--- config.mk ---
export PLATFORM = sky130hd
export DESIGN_NAME = univ_shift_reg
export DESIGN_NICKNAME = d
export VERILOG_FILES = /design/src/rtl/usr_pkg.sv /design/src/rtl/shift_frame_cntr.sv /design/src/rtl/univ_shift_reg.sv
export SDC_FILE = /design/constraint.sdc
export NUM_CORES = 1
export LEC_CHECK = 0
export ABC_AREA = 1
export CORE_MARGIN = 2
export CORE_UTILIZATION = 47
export CTS_CLUSTER_DIAMETER = 150
export CTS_CLUSTER_SIZE = 25
export DETAILED_ROUTE_END_ITERATION = 12
export PLACE_DENSITY = 0.78
export SYNTH_ARGS = -nofsm -noshare
export SYNTH_HDL_FRONTEND = slang
export SYNTH_SLANG_ARGS = --single-unit
--- constraint.sdc ---
create_clock -name clk -period 1.4 [get_ports clk]
set_clock_uncertainty 0.1 [all_clocks]
set_input_delay 0.21 -clock clk [delete_from_list [all_inputs] [get_ports clk]]
set_output_delay 0.21 -clock clk [all_outputs]
set_load 0.1 [all_outputs]
--- src/rtl/usr_pkg.sv ---
// Shared definitions for the universal shift register: the mode encoding
// and small decode helpers used by both the register and the frame counter.
package usr_pkg;

   localparam int MODE_W = 3;

   // Operation codes; 3'b111 is reserved and treated as HOLD.
   typedef enum logic [MODE_W-1:0] {
      HOLD  = 3'b000,
      SHL   = 3'b001,
      SHR   = 3'b010,
      ROL   = 3'b011,
      ROR   = 3'b100,
      LOAD  = 3'b101,
      CLEAR = 3'b110
   } usr_mode_e;

   localparam logic [MODE_W-1:0] MODE_RSVD = 3'b111;

   // True for the four modes that move bits and advance the frame count.
   function automatic logic is_shift(input logic [MODE_W-1:0] m);
      return (m == SHL) || (m == SHR) || (m == ROL) || (m == ROR);
   endfunction

   // True for the modes that overwrite the whole register and so start a new frame.
   function automatic logic is_reload(input logic [MODE_W-1:0] m);
      return (m == LOAD) || (m == CLEAR);
   endfunction

endpackage

--- src/rtl/shift_frame_cntr.sv ---
// Counts enabled shift/rotate steps and pulses frame_done for one cycle on
// the WIDTH-th step of each frame. A reload (LOAD/CLEAR) discards any
// partial frame. With WIDTH=1 every step completes a frame.
module shift_frame_cntr
   import usr_pkg::*;
#(
   parameter int WIDTH = 8
) (
   input  logic clk,
   input  logic rst,
   input  logic step,
   input  logic clear,
   output logic frame_done
);

   localparam int               CNT_W = $clog2(WIDTH + 1);
   localparam logic [CNT_W-1:0] LAST  = CNT_W'(WIDTH - 1);

   logic [CNT_W-1:0] cnt;
   logic [CNT_W-1:0] cnt_next;
   logic             fd_next;

   // Next count and pulse: reload wins over step; the pulse is only raised on the wrap.
   always_comb begin
      cnt_next = cnt;
      fd_next  = 1'b0;
      if (clear) begin
         cnt_next = '0;
      end else if (step) begin
         if (cnt == LAST) begin
            cnt_next = '0;
            fd_next  = 1'b1;
         end else begin
            cnt_next = cnt + CNT_W'(1);
         end
      end
   end

   // Count and pulse registers, cleared asynchronously by reset.
   always_ff @(posedge clk or posedge rst) begin
      if (rst) begin
         cnt        <= '0;
         frame_done <= 1'b0;
      end else begin
         cnt        <= cnt_next;
         frame_done <= fd_next;
      end
   end

endmodule

--- src/rtl/univ_shift_reg.sv ---
// Universal shift register: hold, shift left/right, rotate left/right,
// parallel load and clear, chosen per cycle by mode while en is high.
// Serial outputs are taken straight from the register, so they change
// together with par_out. The shift/rotate expressions are written with
// shift operators so that WIDTH=1 needs no special case.
module univ_shift_reg
   import usr_pkg::*;
#(
   parameter int               WIDTH     = 8,
   parameter logic [WIDTH-1:0] RESET_VAL = '0
) (
   input  logic              clk,
   input  logic              rst,
   input  logic              en,
   input  logic [MODE_W-1:0] mode,
   input  logic              ser_in,
   input  logic [WIDTH-1:0]  par_in,
   output logic [WIDTH-1:0]  par_out,
   output logic              ser_out_msb,
   output logic              ser_out_lsb,
   output logic              frame_done
);

   logic [WIDTH-1:0] q;
   logic [WIDTH-1:0] q_next;
   logic [WIDTH-1:0] shl_val;
   logic [WIDTH-1:0] shr_val;
   logic [WIDTH-1:0] rol_val;
   logic [WIDTH-1:0] ror_val;
   logic             step;
   logic             clear;

   // Candidate results of the four bit-moving operations.
   always_comb begin
      shl_val = (q << 1) | WIDTH'(ser_in);
      shr_val = (q >> 1) | (WIDTH'(ser_in) << (WIDTH - 1));
      rol_val = (q << 1) | (q >> (WIDTH - 1));
      ror_val = (q >> 1) | (q << (WIDTH - 1));
   end

   // Mode mux; disabled cycles, HOLD and the reserved code keep q.
   always_comb begin
      q_next = q;
      if (en) begin
         case (mode)
            SHL:     q_next = shl_val;
            SHR:     q_next = shr_val;
            ROL:     q_next = rol_val;
            ROR:     q_next = ror_val;
            LOAD:    q_next = par_in;
            CLEAR:   q_next = '0;
            default: q_next = q;
         endcase
      end
   end

   // Data register; reset restores RESET_VAL, whereas CLEAR always writes zero.
   always_ff @(posedge clk or posedge rst) begin
      if (rst) begin
         q <= RESET_VAL;
      end else begin
         q <= q_next;
      end
   end

   assign step  = en & is_shift(mode);
   assign clear = en & is_reload(mode);

   shift_frame_cntr #(
      .WIDTH (WIDTH)
   ) u_cntr (
      .clk        (clk),
      .rst        (rst),
      .step       (step),
      .clear      (clear),
      .frame_done (frame_done)
   );

   assign par_out     = q;
   assign ser_out_msb = q[WIDTH-1];
   assign ser_out_lsb = q[0];

endmodule

==> impl_results.rst, run 1 <==
.. list-table::
   :header-rows: 1

   * - Metric
     - Value
   * - H-Tree Depth
     - 1
   * - Hold WS
     - 0.121 ns
   * - Syn Std Cell Area
     - 965 sq um
   * - Design Power
     - 1.93 mW
   * - Slowest cell on crit path
     - sky130_fd_sc_hd__clkdlybuf4s50_1
   * - DRC Markers
     - 0
   * - Min cycle time layout
     - 1.30 ns
   * - Ratio of final minimum period to clock period
     - 0.926
   * - Area taken by flip-flops and latches
     - 335 sq um
   * - Filler-free cell count of the finished design
     - 203
   * - Number of distinct library cells after synthesis
     - 20
   * - Number of placed instances, taps included
     - 197
   * - Leakage power summed over all cells
     - 0.777 nW
   * - Initial antenna violation count
     - 0
   * - Share of flip-flops with an asynchronous set or reset after synthesis
     - 1.00
   * - Mean instance size in the synthesized netlist
     - 6.84 sq um
   * - Aggregate routed wire length
     - 2350 um
   * - Number of failing setup endpoints in the final timing report
     - 0
   * - Number of hold buffers added after CTS
     - 0
   * - Cell row count
     - 16
   * - Ordered cell list for the critical path
     - clkdlybuf4s50_1, nand3_2, nand2_4, clkbuf_2, nand2_1, inv_1, nand2_1, nand2_1
   * - Net count after synthesis
     - 157
   * - Number of DRC markers in iteration 0
     - 17
   * - Detailed placer's ending HPWL
     - 1760 um
   * - Number of enable flip-flop cells after synthesis
     - 0
   * - CP most frequent cell
     - sky130_fd_sc_hd__nand2_1
   * - Count of input and output buffers
     - 25
   * - PwrDens
     - 1340 nW/um^2
   * - Highest ir drop seen on vdd
     - 0.986 mV
   * - Via total after detailed routing
     - 980
   * - Number of global-route vias before repair
     - 964
   * - Worst-case setup margin in the final layout
     - 0.103 ns
   * - Slew at the pin closest to its max-slew limit
     - 0.225 ns
   * - Die span in y
     - 49.3 um
   * - Fraction of final layout cells with drive strength greater than 1
     - 0.318
   * - Aggregate global routing overflow
     - 0
   * - Required time of the worst setup path
     - 1.52 ns
   * - Maxcap violations
     - 0
   * - Remaining number of nets flagged by the antenna check after routing
     - 0
   * - Sequential cell area fraction in the yosys report
     - 0.337
   * - Crit-path max cell delay
     - 0.53 ns
   * - Avg Vias per Cell
     - 4.83
   * - TritonCTS clock tree
     - yes
   * - Top achievable clock speed
     - 771 MHz
   * - All-layer global routing usage
     - 0.218
   * - RSZ-0062 raised after global routing
     - no
   * - Final count of hold timing violations
     - 0
   * - # IOs
     - 26
   * - Maximum number of pins on one net before global-route repair
     - 17
   * - Data arrival time of the critical path
     - 1.41 ns
   * - Final antenna diode count
     - 0
   * - Register bit count reported by yosys
     - 13
   * - Combined buffer and inverter count along the critical path
     - 3
   * - Pre-Repair DR Iteration Count
     - 4
   * - Worst path top cell family by delay
     - buffers and inverters
   * - Root buf cell
     - sky130_fd_sc_hd__clkbuf_4
   * - Starting density of the core
     - 0.497
   * - Total count of max-transition violations in the final report
     - 0
   * - Area used by multi-input combinational logic
     - 515 sq um
   * - Number of buffers created by CTS
     - 3
   * - Critical Path End Type
     - flip-flop
   * - Placement Setup Slack
     - -0.253 ns
   * - Weighted congestion at the end of routability-driven global placement
     - 0.751
   * - Largest fanout of any net on the critical path
     - 6
   * - Startpoint class of the critical path
     - input pin
   * - Global-route wire length before repair
     - 4150 um
   * - Wirelength per Cell
     - 11.6 um
   * - Status
     - complete, no violations
   * - Gate count of the mapped netlist
     - 141
   * - Die outline area
     - 2430 sq um
   * - CORE AREA
     - 1940 sq um
   * - CTS sink cnt
     - 13
   * - Clock buffer depth
     - 2
   * - Layout net count
     - 193
   * - Count of synthesis-stage warnings from yosys
     - 0
   * - Clock latency reported for the late side of the worst-skew pair
     - 0.27 ns
   * - Dominant synthesized flop cell
     - sky130_fd_sc_hd__dfrtp_1
   * - Setup Crit Path Kind
     - input pin to flip-flop
   * - Layout area overhead
     - 49.3%
   * - Min-delay worst type
     - input pin to async pin
   * - Relative max-transition margin
     - 0.850
   * - Die W
     - 49.3 um
   * - Clock-pin slew reported for the worst setup and hold paths after clock tree synthesis
     - 0.08 ns
   * - Number of filler instances in the final layout
     - 151
-- metrics by stage --
step	util	TNS (ns)	instance area, sq um
finish	0.742	0	1440
global route	0.742	0	1440
CTS	0.730	0	1420
detailed placement	0.716	-2.66	1390
global placement	0.716	-2.33	1390
floorplan	-	0	975
-- cells by family after synthesis --
family / count (synthesis) / share of synthesized area
buffers and inverters: 26 / 0.131
and+or+nand+nor: 87 / 0.411
AOI/OAI and AO/OA: 12 / 0.0895
DFF: 13 / 0.337
xor gates and xnor gates: 2 / 0.0182
adders and majority gates: 1 / 0.0130
-- Yosys cell counts (3+ instances only) --
library cell | number | share of area
sky130_fd_sc_hd__nand2_1 | 65 | 0.25
sky130_fd_sc_hd__inv_1 | 18 | 0.070
sky130_fd_sc_hd__dfrtp_1 | 13 | 0.34
sky130_fd_sc_hd__a21oi_2 | 7 | 0.064
sky130_fd_sc_hd__nand3_1 | 6 | 0.031
sky130_fd_sc_hd__nand2_2 | 5 | 0.032
sky130_fd_sc_hd__o21ai_0 | 4 | 0.021
sky130_fd_sc_hd__buf_4 | 3 | 0.023
sky130_fd_sc_hd__nand2_4 | 3 | 0.035
-- worst paths after layout --
| path | slack (ns) | end | startpoint | cells after the start |
|---|---|---|---|---|
| max | 0.10 | par_out[1]$_DFFE_PP0P_ | en | 8 |
| min | 0.12 | par_out[1]$_DFFE_PP0P_ | rst | 3 |
| max reg2reg | 0.19 | u_cntr.cnt[2]$_DFFE_PP0P_ | u_cntr.cnt[0]$_DFFE_PP0P_ | 4 |
| min reg2reg | 0.40 | u_cntr.cnt[3]$_DFFE_PP0P_ | u_cntr.cnt[3]$_DFFE_PP0P_ | 2 |
| max in group asynchronous | 0.90 | par_out[6]$_DFFE_PP0P_ | rst | 3 |
| min in group clk | 0.34 | u_cntr.frame_done$_DFF_PP0_ | mode[2] | 4 |
-- cell type report --
| type | count | area share |
|---|---|---|
| clock buffers | 4 | 0.0182 |
| multi-input cells | 102 | 0.358 |
| well taps | 27 | 0.0235 |
| repair buffers | 36 | 0.311 |
| flip-flops and latches | 13 | 0.233 |
| inverters | 21 | 0.0565 |
-- tightest hold or removal path, stage by stage --
cell	delay (ns)
sky130_fd_sc_hd__clkdlybuf4s50_1	0.39
sky130_fd_sc_hd__inv_1	0.05
sky130_fd_sc_hd__buf_4	0.20
-- flip-flops by register name, indices dropped and copies added (netlist names) --
| name | flops |
|---|---|
| par_out | 8 |
| u_cntr.cnt | 4 |
| u_cntr.frame_done | 1 |
-- placed cells by master, fill, tap and decap left out --
master / n
sky130_fd_sc_hd__buf_4: 10
sky130_fd_sc_hd__nand3_1: 6
sky130_fd_sc_hd__inv_4: 1
sky130_fd_sc_hd__clkdlybuf4s50_1: 11
sky130_fd_sc_hd__clkbuf_4: 3
sky130_fd_sc_hd__a21oi_1: 1
sky130_fd_sc_hd__clkbuf_1: 1
sky130_fd_sc_hd__nand4_1: 2
sky130_fd_sc_hd__o21ai_0: 3
sky130_fd_sc_hd__inv_1: 18
sky130_fd_sc_hd__dfrtp_1: 5
sky130_fd_sc_hd__nor2_4: 1
sky130_fd_sc_hd__buf_12: 11
sky130_fd_sc_hd__o21ai_1: 1
sky130_fd_sc_hd__nand2_4: 3
sky130_fd_sc_hd__nand2_1: 65
sky130_fd_sc_hd__nand3_2: 2
sky130_fd_sc_hd__inv_2: 2
sky130_fd_sc_hd__xor2_1: 2
sky130_fd_sc_hd__nand2_2: 5
sky130_fd_sc_hd__nor2_1: 1
sky130_fd_sc_hd__dfrtp_2: 8
sky130_fd_sc_hd__clkbuf_2: 1
sky130_fd_sc_hd__dlymetal6s2s_1: 3
sky130_fd_sc_hd__a21oi_2: 7
sky130_fd_sc_hd__nor2_2: 2
sky130_fd_sc_hd__ha_1: 1
-- power breakdown --
part | switching, mW | internal [mW]
combinational | 0.695 | 0.403
clock | 0.121 | 0.110
sequential | 0.133 | 0.472
-- what timing repair did --
item / CTS / global route
setup buffers: 0 / 2
endpoints found under the hold margin: 0 / 0
resized for setup: 0 / 5
setup endpoints to repair: 0 / 12
-- metal layers --
| metal | share of wire | GRT usage | up-vias | wire length [um] |
|---|---|---|---|---|
| met1 | 0.46 | 0.278 | 450 | 1090 |
| met2 | 0.46 | 0.356 | 25 | 1090 |
| li1 | - | - | 499 | - |
| met4 | 0.024 | 0.105 | 0 | 56 |
| met3 | 0.048 | 0.0337 | 6 | 113 |
| met5 | 0 | 0 | - | 0 |
No activity file was read; power rests on OpenSTA's default activity.
==> run 2: changes to the inputs <==
--- a/config.mk
+++ b/config.mk
@@ -12,6 +12,7 @@
 export CTS_CLUSTER_SIZE = 25
 export DETAILED_ROUTE_END_ITERATION = 12
 export PLACE_DENSITY = 0.78
+export SLEW_MARGIN = 20
 export SYNTH_ARGS = -nofsm -noshare
 export SYNTH_HDL_FRONTEND = slang
 export SYNTH_SLANG_ARGS = --single-unit
==> results of run 2 <==
The final DEF is identical to that of run 1; final timing and power are the same.
==> run 3: changes to the inputs <==
--- a/config.mk
+++ b/config.mk
@@ -6,6 +6,7 @@
 export NUM_CORES = 1
 export LEC_CHECK = 0
 export ABC_AREA = 1
+export CAP_MARGIN = 0
 export CORE_MARGIN = 2
 export CORE_UTILIZATION = 47
 export CTS_CLUSTER_DIAMETER = 150
==> results of run 3 <==
The final DEF is identical to that of run 1; final timing and power are the same.
